File: src/rtl/booth_seq_pkg.sv
// Shared types, default sizes and the signed clamp used by the Booth multiplier
// sequencer and its result accumulator.
package booth_seq_pkg;

  localparam int WIDTH_DEF       = 4;
  localparam int MUL_LATENCY_DEF = 4;
  localparam int ACC_W_DEF       = 12;

  // Wide enough to hold any accumulator sum this block is built with.
  localparam int SAT_MAX_W = 32;

  typedef logic signed [SAT_MAX_W:0] sat_wide_t;

  typedef enum logic [2:0] {
    IDLE,
    CLR,
    LOAD,
    RUN,
    DONE
  } state_t;

  function automatic sat_wide_t sat_signed(input sat_wide_t sum, input int acc_w,
                                           output logic ovf);
    sat_wide_t hi;
    sat_wide_t lo;
    hi = (sat_wide_t'(1) <<< (acc_w - 1)) - sat_wide_t'(1);
    lo = -(sat_wide_t'(1) <<< (acc_w - 1));
    ovf = 1'b0;
    sat_signed = sum;
    if (sum > hi) begin
      sat_signed = hi;
      ovf = 1'b1;
    end else if (sum < lo) begin
      sat_signed = lo;
      ovf = 1'b1;
    end
  endfunction

endpackage

File: src/rtl/booth_sat_acc.sv
// Running signed accumulator: either overwritten with the product or summed with
// it and clamped to the ACC_W signed range, with a sticky-per-operation ovf flag.
module booth_sat_acc
  import booth_seq_pkg::*;
#(
  parameter int ACC_W = ACC_W_DEF,
  parameter int P_W   = 2 * WIDTH_DEF
) (
  input  logic             clk,
  input  logic             reset,
  input  logic             en,
  input  logic             add,
  input  logic [P_W-1:0]   p,
  output logic [ACC_W-1:0] acc,
  output logic             ovf
);

  sat_wide_t        sum;
  sat_wide_t        sat;
  logic             sat_ovf;
  logic [ACC_W-1:0] p_ext;
  logic             unused_sat_hi;

  always_comb begin
    p_ext = ACC_W'($signed(p));
    sum   = sat_wide_t'($signed(acc)) + sat_wide_t'($signed(p));
    sat   = sat_signed(sum, ACC_W, sat_ovf);
  end

  // Clamped value always fits in ACC_W bits, so the upper part carries only sign.
  assign unused_sat_hi = ^sat[SAT_MAX_W:ACC_W];

  always_ff @(posedge clk or negedge reset) begin
    if (!reset) begin
      acc <= '0;
      ovf <= 1'b0;
    end else if (en) begin
      if (add) begin
        acc <= sat[ACC_W-1:0];
        ovf <= sat_ovf;
      end else begin
        acc <= p_ext;
        ovf <= 1'b0;
      end
    end
  end

endmodule

File: src/rtl/booth_seq_sequencer.sv
// Feeds operand pairs to the Booth multiplier, times its fixed latency (it has no
// done flag) and returns the product plus a saturating running sum.
module booth_seq_sequencer
  import booth_seq_pkg::*;
#(
  parameter int WIDTH       = WIDTH_DEF,
  parameter int MUL_LATENCY = MUL_LATENCY_DEF,
  parameter int ACC_W       = ACC_W_DEF
) (
  input  logic               clk,
  input  logic               reset,
  input  logic               in_valid,
  output logic               in_ready,
  input  logic [WIDTH-1:0]   in_m,
  input  logic [WIDTH-1:0]   in_q,
  input  logic               in_acc,
  output logic               mul_reset,
  output logic               mul_load,
  output logic [WIDTH-1:0]   mul_m,
  output logic [WIDTH-1:0]   mul_q,
  input  logic [2*WIDTH-1:0] mul_p,
  output logic               out_valid,
  input  logic               out_ready,
  output logic [2*WIDTH-1:0] out_prod,
  output logic [ACC_W-1:0]   out_acc,
  output logic               out_ovf,
  output logic               busy
);

  // state | meaning
  // IDLE  | ready for an operand pair
  // CLR   | one-cycle clear pulse to the multiplier
  // LOAD  | one-cycle load pulse, latency counter preset
  // RUN   | counting down; product captured on terminal count
  // DONE  | result held until out_ready

  localparam int CNT_W = $clog2(MUL_LATENCY + 2);
  localparam logic [CNT_W-1:0] CNT_PRESET = CNT_W'(MUL_LATENCY + 1);
  localparam logic [CNT_W-1:0] CNT_ONE    = CNT_W'(1);

  state_t             state;
  state_t             state_nxt;
  logic [WIDTH-1:0]   m_r;
  logic [WIDTH-1:0]   q_r;
  logic               add_r;
  logic [CNT_W-1:0]   cnt;
  logic [2*WIDTH-1:0] prod_r;
  logic               capture;

  always_ff @(posedge clk or negedge reset) begin
    if (!reset) state <= IDLE;
    else        state <= state_nxt;
  end

  always_comb begin
    state_nxt = state;
    in_ready  = 1'b0;
    mul_reset = 1'b0;
    mul_load  = 1'b0;
    out_valid = 1'b0;
    capture   = 1'b0;
    unique case (state)
      IDLE: begin
        in_ready = 1'b1;
        if (in_valid) state_nxt = CLR;
      end
      CLR: begin
        mul_reset = 1'b1;
        state_nxt = LOAD;
      end
      LOAD: begin
        mul_load  = 1'b1;
        state_nxt = RUN;
      end
      RUN: begin
        if (cnt == CNT_ONE) begin
          capture   = 1'b1;
          state_nxt = DONE;
        end
      end
      DONE: begin
        out_valid = 1'b1;
        if (out_ready) state_nxt = IDLE;
      end
      default: state_nxt = IDLE;
    endcase
  end

  always_ff @(posedge clk or negedge reset) begin
    if (!reset) begin
      m_r    <= '0;
      q_r    <= '0;
      add_r  <= 1'b0;
      cnt    <= '0;
      prod_r <= '0;
    end else begin
      if (state == IDLE && in_valid) begin
        m_r   <= in_m;
        q_r   <= in_q;
        add_r <= in_acc;
      end
      if (state == LOAD)     cnt <= CNT_PRESET;
      else if (state == RUN) cnt <= cnt - CNT_ONE;
      if (capture) prod_r <= mul_p;
    end
  end

  booth_sat_acc #(
    .ACC_W(ACC_W),
    .P_W  (2 * WIDTH)
  ) u_acc (
    .clk  (clk),
    .reset(reset),
    .en   (capture),
    .add  (add_r),
    .p    (mul_p),
    .acc  (out_acc),
    .ovf  (out_ovf)
  );

  assign mul_m    = m_r;
  assign mul_q    = q_r;
  assign out_prod = prod_r;
  assign busy     = (state != IDLE);

endmodule

File: config.mk
export PLATFORM = sky130hd
export DESIGN_NAME = booth_seq_sequencer
export DESIGN_NICKNAME = d
export VERILOG_FILES = /design/src/rtl/booth_seq_pkg.sv /design/src/rtl/booth_sat_acc.sv /design/src/rtl/booth_seq_sequencer.sv
export SDC_FILE = /design/constraint.sdc
export NUM_CORES = 1
export LEC_CHECK = 0
export ABC_AREA = 0
export CORE_MARGIN = 1
export CORE_UTILIZATION = 50
export DETAILED_ROUTE_END_ITERATION = 10
export HOLD_SLACK_MARGIN = 0.12
export PLACE_DENSITY = 0.81
export SLEW_MARGIN = 0
export SYNTH_ARGS = -nofsm -noshare
export SYNTH_HDL_FRONTEND = slang
export SYNTH_SLANG_ARGS = --single-unit
export TNS_END_PERCENT = 1
File: constraint.sdc
create_clock -name clk -period 2.94 [get_ports clk]
set_input_delay 0.882 -clock clk [delete_from_list [all_inputs] [get_ports clk]]
set_output_delay 0.882 -clock clk [all_outputs]
set_load 0.05 [all_outputs]
==> results of run 1 <==
final cells by class:
class | instances | share of cell area [%]
clock buffer | 5 | 2.142
clock inverter | 3 | 1.324
inverter | 8 | 0.9346
multi-input combinational | 180 | 39.49
sequential | 36 | 28.04
tap | 50 | 1.947
timing repair buffer | 93 | 26.13
cells by family (layout without fill, tap and decap cells):
logic type / count (synthesis) / after routing / synth area share, %
AO/OA/AOI/OAI: 68 / 68 / 19.79
XOR/XNOR: 10 / 10 / 3.913
adder cells (fa/ha/maj): 15 / 15 / 8.720
buffers and inverters: 20 / 109 / 4.807
flip-flops: 36 / 36 / 40.25
multiplexers: 9 / 9 / 4.528
AND/OR/NAND/NOR: 78 / 78 / 18.00
per-layer routing:
metal  track usage [%]  vias to the layer above  part of all wire, %
li1                  -                     1022                    -
met1             30.79                     1060                   42
met2             46.36                       77                   50
met3             4.934                        8                  6.4
met4             7.908                        0                  1.2
met5                 0                        -                    0
report_power, final:
| part | switching, mW | total, mW | internal, mW |
|---|---|---|---|
| clock network | 0.190 | 0.441 | 0.251 |
| registers | 0.195 | 0.931 | 0.737 |
| logic | 1.82 | 3.10 | 1.28 |
metrics by stage:
step	power [mW]	area [um^2]	setup TNS, ps	utilization (%)
finish	4.475	3213	-50.95	77.54
global route	4.754	3213	-603.1	77.54
CTS	4.356	3163	0	76.33
detailed placement	3.875	3037	-4230	73.28
global placement	3.804	3037	-3317	73.28
floorplan	2.866	2238	0	-
repair_timing:
| action | CTS | global route |
|---|---|---|
| pin swaps | 0 | 3 |
| hold buffers | 0 | 0 |
| buffers inserted | 0 | 2 |
| endpoints found under the setup margin | 9 | 14 |
| gates resized for setup | 3 | 9 |
path summary, 6_finish.rpt:
kind                                    from            end  depth (start not counted)
worst min register to register   out_prod[2]    out_prod[2]                          2
worst max-delay path                mul_p[1]  u_acc.acc[10]                         10
min in group asynchronous              reset         cnt[0]                          1
worst max register to register  u_acc.acc[1]  u_acc.acc[10]                          9
max in group asynchronous              reset         cnt[1]                          1
worst min-delay path             out_prod[2]    out_prod[2]                          2
placed cells by master, fill, tap and decap left out, types with 5 or more instances in the layout:
cell	count
mux2_2	9
nor2_1	10
ha_1	13
nor3b_1	7
a31oi_1	5
clkdlybuf4s50_1	50
dfrtp_1	36
o21ai_0	18
a21oi_1	17
nand3_1	6
a21o_1	5
buf_4	38
nand2_1	30
clkbuf_8	5
inv_1	7
xor2_1	6
registers in the layout (all words and copies together), names as in the netlist:
register and flops:
u_acc.acc 12, out_prod 8, mul_m 4, mul_q 4
cnt 3, state 3, add_r 1, u_acc.ovf 1
tightest hold or removal path, stage by stage (launching register included):
cell and delay, ps:
dfrtp_1 350, nand2_1 50, nand2_1 50
==> reports/metrics.yaml, run 1 <==
start_util_pct: 54.02
grt_pass1_vias: 2066
io_buffers: 54
core.rowCount: 23
rsz0062_at_grt: "true"
synthTopCellsByArea: "dfrtp_1 40%, ha_1 7.8%, nand2_1 5.0%"
yosys_warnings: 0
critPathTopFamily: "compound AO/OA/AOI/OAI gates"
seq_area_um2: 900.9
fill_cells: 315
leakagePower_nw: 1.487
antenna_cells: 0
synth_ff_type: "dfrtp_1"
syn_inst: 236
report.final.hold_viol_count: 0
core-area_mm2: 0.004144
dp_slack_ps: -415.7
power_density_mw_per_mm2: 1393
crit_chain: "clkdlybuf4s50_1, ha_1, a211oi_2, o21ai_2, o2111ai_2, a211oi_4, buf_6, buf_4, a31oi_1, o21ai_0"
syn2layout_area_growth_pct: 43.54
synth_most_common_cell: "dfrtp_1"
drcViolationCount: 0
r2r_setup_slack_ps: 650
synth_edf_count: 0
hpwlAfterDp_mm: 4.318
status: "finished, violations left"
hold_class: "flip-flop to flip-flop"
drt_iter0_markers: 101
synth-seq-cells: 36
clk_latency_ps: 290
setup_slack_ps: -42.27
die_h_um: 68.91
cts_tree: "built"
synth_area_per_cell_um2: 9.485
post-route-min-period_ps: 2982
grt_use_total_pct: 25.80
cp.buffers_inverters: 3
violations: "negative setup slack"
viasPerCell: 5.779
syn_area_mm2: 0.002238
cts-buffers-inserted: 5
yosys.area.top_type: "dfrtp_1"
synth_fp_nets: 272
io_pins: 55
clk_pin_slew_ps: 80
fp.dieW_um: 68.91
cts.htree.levels: 2
synthArstFlopShare_pct: 100.0
cp_max_fo: 4
worst_pin_slew_ps: 810.8
whs_ps: 479.1
yosysSeqAreaShare_pct: 40.25
drtPass1Iterations: 4
overflow: 0
maxSlewHeadroom_pct: 45.94
critPathLaunchType: "input port"
root_buffer: "clkbuf_8"
crit_path_end_kind: "flip-flop"
peakVddDrop_mv: 0.7936
fin_crit_sh_pct: 101.4
maxCapViolCount: 0
synthDistinctLibCells: 46
multi_input_comb_area_mm2: 0.001269
setup_viol: 2
drive_above_1_share_pct: 22.15
clock.fmax_mhz: 335.3
arrival_ps: 3130
layoutNonFillerInstCount: 375
synth_common_cells: "36 x dfrtp_1, 30 x nand2_1, 18 x o21ai_0"
wire_per_inst_um: 16.14
grt_pass1_wl_mm: 9.011
crit_type: "input port to flip-flop"
slowest_stage: "clkdlybuf4s50_1"
place_congestion: 0.8601
crit_path_max_incr_delay_ps: 480
placed_cells: 365
via_count: 2167
clock-sinks: 36
num-nets-final: 360
die_area_mm2: 0.004749
synth_top_area_share_pct: 40.25
antenna_found_initial: 0
cts_buffer_depth: 2
wl_mm: 6.054
required_ps: 3090
drv_slew: 0
grt_max_degree: 37
ant_nets: 0
fin_skew_ps: 7.665
(Power assumes the default switching activity.)
==> inputs of run 2 (changes only) <==
==> constraint.sdc (replaced) <==
create_clock -name clk -period 2.9 [get_ports clk]
set_input_delay 0.87 -clock clk [delete_from_list [all_inputs] [get_ports clk]]
set_output_delay 0.87 -clock clk [all_outputs]
set_load 0.05 [all_outputs]
==> reports/metrics.yaml, run 2 (same netlist as run 1, synthesis figures left out) <==
status: "finished clean"  # was finished, violations left
hpwlAfterDp_mm: 4.326  # was 4.318 mm
root_buffer: "clkbuf_8"  # unchanged
num-nets-final: 356  # was 360
wl_mm: 5.976  # was 6.054 mm
clk_pin_slew_ps: 80  # about the same
maxCapViolCount: 0  # unchanged
viasPerCell: 5.749  # was 5.779
place_congestion: 0.8625  # was 0.8601
multi_input_comb_area_mm2: 0.001324  # was 0.001269 mm^2
crit_path_max_incr_delay_ps: 450  # was 480 ps
drv_slew: 0  # unchanged
r2r_cells: 9  # unchanged
grt_pass1_wl_mm: 9.294  # was 9.011 mm
wire_per_inst_um: 16.11  # was 16.14 um
regMostFlops: "u_acc.acc"  # unchanged
slowest_stage: "clkdlybuf4s50_1"  # unchanged
arrival_ps: 3030  # was 3130 ps
final_common_cell: "clkdlybuf4s50_1"  # unchanged
post-route-min-period_ps: 2833
drive_above_1_share_pct: 23.36  # was 22.15%
io_pins: 55  # unchanged
cp_max_fo: 4  # unchanged
fill_cells: 286  # was 315
core.rowCount: 23  # unchanged
cts_hold_buf: 0  # unchanged
core-area_mm2: 0.004144  # unchanged
ant_nets: 0  # unchanged
drtPass1Iterations: 4  # unchanged
antenna_cells: 0  # unchanged
start_util_pct: 54.02  # unchanged
placed_cells: 363  # was 365
report.final.hold_viol_count: 0  # unchanged
crit_cells: 9  # was 10
overflow: 0  # unchanged
antenna_found_initial: 0  # unchanged
drcViolationCount: 0  # unchanged
grt_max_degree: 37  # unchanged
crit_type: "input port to flip-flop"  # unchanged
fp.dieW_um: 68.91  # unchanged
crit_top_cell: "a211oi_4"
crit_path_end_kind: "flip-flop"  # unchanged
via_count: 2133  # was 2,167
whs_path_depth: 2  # unchanged
maxSlewHeadroom_pct: 46.24  # was 45.94%
syn2layout_area_growth_pct: 43.49  # was 43.54%
fin_crit_sh_pct: 97.68
setup_viol: 0  # was 2
final_cell_mix: "49 x clkdlybuf4s50_1, 36 x dfrtp_1, 35 x buf_4"  # was 50 x clkdlybuf4s50_1, 38 x buf_4, 36 x dfrtp_1
cts-buffers-inserted: 5  # unchanged
io_buffers: 54  # unchanged
hold_class: "flip-flop to flip-flop"  # unchanged
grt_use_total_pct: 27.11  # was 25.80%
die_area_mm2: 0.004749  # unchanged
layoutNonFillerInstCount: 371  # was 375
worst_pin_slew_ps: 806.4  # was 810.8 ps
clock.fmax_mhz: 353.0
critPathLaunchType: "input port"  # unchanged
cts_tree: "built"  # unchanged
critPathTopFamily: "compound AO/OA/AOI/OAI gates"  # unchanged
cts_buffer_depth: 2  # unchanged
clock-sinks: 36  # unchanged
clk_latency_ps: 290  # about the same
rsz0062_at_grt: "true"  # unchanged
cp.buffers_inverters: 2  # was 3
required_ps: 3100  # was 3090 ps
cts.htree.levels: 2  # unchanged
crit_chain: "clkdlybuf4s50_1, ha_1, a211oi_4, o21ai_2, o211a_1, a211oi_4, buf_6, nor3_2, a311oi_2"  # was clkdlybuf4s50_1, ha_1, a211oi_2, o21ai_2, o2111ai_2, a211oi_4, buf_6, buf_4, a31oi_1, o21ai_0
largest_register_ffs: 12  # unchanged
drt_iter0_markers: 101  # unchanged
die_h_um: 68.91  # unchanged
fin_skew_ps: 4.580  # was 7.665 ps
seq_area_um2: 900.9  # unchanged
grt_pass1_vias: 2039  # was 2,066
==> run 2: layer usage <==
layer / vias to the layer above / routed length [um] / global-route usage [%]
met5: - / 0 / 0
met4: 0 / 125 / 8.163
met3: 16 / 297 / 5.921
met2: 66 / 3054 / 49.64
met1: 1026 / 2499 / 31.17
li1: 1025 / - / -
==> run 2: area by class of cell <==
cell class / instances / share of cell area (%)
Clock inverter: 3 / 0.5843
Multi-Input combinational cell: 180 / 41.22
Tap cell: 50 / 1.948
Inverter: 8 / 0.9349
Timing Repair Buffer: 89 / 25.13
Sequential cell: 36 / 28.05
Clock buffer: 5 / 2.143
==> run 2: final timing paths <==
check                                     to     startpoint  slack, ps
worst max-delay path            u_acc.acc[4]       mul_p[1]         70
worst min-delay path               u_acc.ovf      u_acc.ovf        480
worst max register to register  u_acc.acc[4]  u_acc.acc[10]        690
worst min register to register     u_acc.ovf      u_acc.ovf        480
max in group asynchronous        out_prod[0]          reset       1730
min in group asynchronous           state[0]          reset        660
==> run 2: worst min-delay path: stages, from the launching register on <==
cell and delay (ps):
dfrtp_1 340, nand2_1 50, o21ai_0 60
==> run 2: stage by stage <==
step	area, um^2	hold slack [ps]	util [%]	TNS, ps	setup slack (ps)
5_1_grt	3212	505.6	77.51	-128.4	-44.02
3_3_place_gp	3019	463.1	72.86	-3665	-372.2
4_1_cts	3137	481.8	75.69	0	0.7399
6_report	3212	481.4	77.51	0	67.33
2_1_floorplan	2238	488.0	-	0	272.4
3_5_place_dp	3019	462.0	72.86	-4501	-438.1
==> run 2: repair_timing <==
| action | CTS | global route |
|---|---|---|
| pin swaps | 0 | 8 |
| setup endpoints to repair | 10 | 13 |
| gates resized for setup | 4 | 15 |
| buffers inserted | 0 | 0 |
Power of run 2 is left out: the tool's default activity adds up to more than one toggle a clock period on the data nets, which glitch-free logic cannot reach.
